==> config.mk <==
export PLATFORM = sky130hd
export DESIGN_NAME = pll_reset_seq
export DESIGN_NICKNAME = d
export VERILOG_FILES = /design/src/rtl/pll_reset_seq.sv
export SDC_FILE = /design/constraint.sdc
export NUM_CORES = 1
export LEC_CHECK = 0
export ABC_CLOCK_PERIOD_IN_PS = 5400
export BUFFER_PORTS_ARGS = -buffer_cell sky130_fd_sc_hd__buf_2
export CAP_MARGIN = 0
export CORE_MARGIN = 4
export CORE_UTILIZATION = 35
export DETAILED_ROUTE_END_ITERATION = 8
export GPL_TIMING_DRIVEN = 0
export PLACE_DENSITY_LB_ADDON = 0.1
export SYNTH_ARGS = -nofsm -noshare
export SYNTH_HDL_FRONTEND = slang
export SYNTH_SLANG_ARGS = --single-unit
==> constraint.sdc <==
create_clock -name clk -period 5.4 [get_ports clk]
set_clock_uncertainty 0.05 [all_clocks]
set_input_delay 0 -clock clk [delete_from_list [all_inputs] [get_ports clk]]
set_output_delay 0 -clock clk [all_outputs]
set_load 0.005 [all_outputs]
==> src/rtl/pll_reset_seq.sv <==
// PLL lock to system reset sequencer: synchronizes pll_locked, waits for a stable
// settle window before releasing sys_rst_n, and re-asserts it on filtered lock loss.
module pll_reset_seq #(
  parameter int unsigned SYNC_STAGES   = 2,
  parameter int unsigned SETTLE_CYCLES = 1024,
  parameter int unsigned GLITCH_FILTER = 4,
  parameter int unsigned CNT_W         = 16
) (
  input  logic       clk,
  input  logic       rst_n,
  input  logic       pll_locked,
  input  logic       sw_rst,
  output logic       sys_rst_n,
  output logic       pll_ok,
  output logic [7:0] relock_cnt
);

  typedef enum logic [1:0] {
    WAIT_LOCK = 2'd0,
    SETTLE    = 2'd1,
    RUN       = 2'd2
  } state_t;

  localparam logic [CNT_W-1:0] SETTLE_LAST = CNT_W'(SETTLE_CYCLES - 1);
  localparam logic [CNT_W-1:0] FILTER_LAST = CNT_W'(GLITCH_FILTER - 1);

  logic [SYNC_STAGES-1:0] sync;
  logic                   lock_s;
  state_t                 state;
  state_t                 state_nxt;
  logic [CNT_W-1:0]       cnt;
  logic [CNT_W-1:0]       cnt_nxt;
  logic                   lost;

  assign lock_s = sync[SYNC_STAGES-1];
  assign pll_ok = lock_s;

  // One counter serves as settle timer in SETTLE and as unlock filter in RUN;
  // it is cleared on every state change so each use starts from zero.
  always_comb begin
    state_nxt = state;
    cnt_nxt   = cnt;
    lost      = 1'b0;
    case (state)
      WAIT_LOCK: begin
        cnt_nxt = '0;
        if (lock_s) state_nxt = SETTLE;
      end
      SETTLE: begin
        if (!lock_s) begin
          state_nxt = WAIT_LOCK;
          cnt_nxt   = '0;
        end else if (cnt == SETTLE_LAST) begin
          state_nxt = RUN;
          cnt_nxt   = '0;
        end else begin
          cnt_nxt = cnt + 1'b1;
        end
      end
      RUN: begin
        if (lock_s) begin
          cnt_nxt = '0;
        end else if (cnt == FILTER_LAST) begin
          state_nxt = WAIT_LOCK;
          cnt_nxt   = '0;
          lost      = 1'b1;
        end else begin
          cnt_nxt = cnt + 1'b1;
        end
      end
      default: begin
        state_nxt = WAIT_LOCK;
        cnt_nxt   = '0;
      end
    endcase
    // Software restart overrides everything, including a same-cycle lock-loss count.
    if (sw_rst) begin
      state_nxt = WAIT_LOCK;
      cnt_nxt   = '0;
      lost      = 1'b0;
    end
  end

  always_ff @(posedge clk or negedge rst_n) begin
    if (!rst_n) begin
      sync       <= '0;
      state      <= WAIT_LOCK;
      cnt        <= '0;
      sys_rst_n  <= 1'b0;
      relock_cnt <= '0;
    end else begin
      sync      <= {sync[SYNC_STAGES-2:0], pll_locked};
      state     <= state_nxt;
      cnt       <= cnt_nxt;
      sys_rst_n <= (state_nxt == RUN);
      if (lost && (relock_cnt != 8'hFF)) relock_cnt <= relock_cnt + 8'd1;
    end
  end

endmodule

==> flow_summary.toml <==
[status]
status = "finished clean"

[worst_setup_path]
critPathKind = "reg2reg"
cp_top_family = "simple AND/OR/NAND/NOR gates"
slowest_stage = "nor4_1"
crit_path_end_kind = "flip-flop"
slowest_delay_ps = 470
path_buf_inv = 1
crit_chain = "nor4_1, nand4_2, a22oi_4, buf_2, nor3_1"
crit_fanout = 10
critical_path_required_ps = 5490
start_kind = "flip-flop"
cp.arrival_ps = 2280

[finish]
layout.cells.non_filler = 226
post-route-util = 0.424
drive_gt1_frac = 0.207
stdcell_area_um2 = 1850
num_antenna_cells = 0
fillers = 422
nets = 183
final-seq-area_um2 = 726
multiInputGateArea_um2 = 812
area_delta_synth_final_pct = 17.6

[clock_tree]
cts_root_buf = "clkbuf_8"
cts_resized = 0
htree_levels = 2
clkTransAtPathRegs_ps = 60
cts-buffers-inserted = 5
post_cts_buffers = 0
cts_sinks = 29
clockBufferDepth = 2
hold_buffers = 3
tritoncts = "built"
insertion_delay_ps = 280

[timing]
finalCritPeriodShare = 0.406
tns_ps = 0
finalHoldViolCount = 0
period_needed_ps = 2190
relSlewSlack = 0.562
max_freq_mhz = 456
rsz0062_at_grt = "no"
timing.hold.ws_ps = 239
final-max-slew-violation-count = 0
worstMarginPinSlew_ps = 657
setup_viol = 0

[yosys]
yosys.area.top_type_share = 0.463
syn-cell-area_um2 = 1570
ys_ff_latch = 29
async_reset_ff_frac = 1.00
synthTopCellsByCount = "dfrtp_1, nor3_1, xor2_1, nand2_1"
synth_flop_cell = "dfrtp_1"
ys_seq_area_frac = 0.463
netlist_top_cells_area = "dfrtp_1, xor2_1, nor3_1"
synthCells = 150
synth-edff-count = 0
syn_avg_cell_area_um2 = 10.5
syn-num-nets = 160
yosysTopAreaCell = "dfrtp_1"
synthDistinctLibCells = 44
yosysMostFrequentCell = "dfrtp_1"
ys.warnings.count = 0

[detailed_routing]
routed_wl_um = 3190
drc = 0
ant_nets = 0
wl_per_cell_um = 14.1
routed_via_density = 5.33
vias = 1204
first_pass_iters = 6
drt_iter0_drc = 88

[pwr]
pwr-share-clk = 0.478
peakVddDrop_mv = 0.104
leakage_nw = 0.804
internal-power_w = 0.000380
power_frac_seq = 0.461
pwr-share-comb = 0.062
switching_share = 0.207
p_per_area_nw_per_um2 = 260
p_sw_w = 0.0000993

[min_path]
min_path_type = "in2async"

[floorplanning]
die_h_um = 75.0
dieArea_um2 = 5620
rows = 24
core-area_um2 = 4350
num_io_pins = 14
die_x_um = 75.0
initial_core_util = 0.360

[global_route]
gr-usage-all-layers = 0.135
overflow = 0
grt_max_degree = 30
grt_pass1_wl_um = 5710
grt_pass1_vias = 1209
antenna_found_initial = 0

[placed_design]
dp_hpwl_um = 2290
dp_cells = 215
gp_congestion = 0.786
io_buffers = 13
place_area_um2 = 1700

[flow_run]
cap_viol_max_count = 0
[flip-flops by register name (all words and copies together) (netlist names)]
register,cells
sync,2
sys_rst_n,1
cnt,16
relock_cnt,8
state,2
[area by class of cell]
class / count / area share
Tap cell: 52 / 0.0353
Timing Repair Buffer: 16 / 0.0515
Inverter: 3 / 0.00610
Multi-Input combinational cell: 114 / 0.440
Buffer: 4 / 0.0108
Clock buffer: 7 / 0.0468
Clock inverter: 1 / 0.0163
Sequential cell: 29 / 0.393
[routing by layer]
metal,vias up,global-route usage,wire length [µm]
met4,0,0.0534,51
met1,571,0.183,1570
li1,604,-,-
met5,-,0,0
met3,5,0.0360,117
met2,24,0.206,1450
[metrics by stage]
| stage | worst slack, ps | total power [W] |
|---|---|---|
| after floorplan | 3570 | 0.000242 |
| after detailed placement | 3160 | 0.000254 |
| after CTS | 3140 | 0.000486 |
| after global placement | 3190 | 0.000253 |
| final | 3210 | 0.000480 |
| after global routing | 2920 | 0.000500 |
[worst paths after layout]
path	startpoint	endpoint	slack, ps	depth (start not counted)
worst max-delay path	cnt[10]$_DFF_PN0_	cnt[10]$_DFF_PN0_	3210	5
worst min-delay path	rst_n	cnt[5]$_DFF_PN0_	240	2
worst max register to register	cnt[10]$_DFF_PN0_	cnt[10]$_DFF_PN0_	3210	5
worst min register to register	sync[0]$_DFF_PN0_	sync[1]$_DFF_PN0_	300	0
max in group asynchronous	rst_n	cnt[6]$_DFF_PN0_	4640	2
min in group clk	sync[0]$_DFF_PN0_	sync[1]$_DFF_PN0_	300	0
[kinds of logic after synthesis]
logic type                 count (synthesis)  synth area share
AOI/OAI and AO/OA                         15            0.0773
buffers and inverters                      7            0.0199
xor gates and xnor gates                  18             0.100
adders and majority gates                  6            0.0478
DFF                                       29             0.463
and+or+nand+nor                           74             0.285
muxes                                      1           0.00718
[cells in the final DEF (no fill, tap or decap), types with 5 or more instances in the layout]
cell type,instances
buf_2,14
clkbuf_8,6
dfrtp_1,29
ha_1,6
nand2_1,10
nand3_1,9
nand4_1,5
nor3_1,17
nor4_1,9
xnor2_1,6
xor2_1,12
[power by group through the flow]
| stage | Clock (W) | Sequential [W] | Combinational (W) |
|---|---|---|---|
| final | 0.000229 | 0.000221 | 0.0000297 |
| after CTS | 0.000235 | 0.000221 | 0.0000305 |
| after floorplan | 0 | 0.000224 | 0.0000176 |
| after global placement | 0 | 0.000225 | 0.0000278 |
| after global routing | 0.000245 | 0.000221 | 0.0000344 |
| after detailed placement | 0 | 0.000225 | 0.0000290 |
No activity file was read; power rests on OpenSTA's default activity.
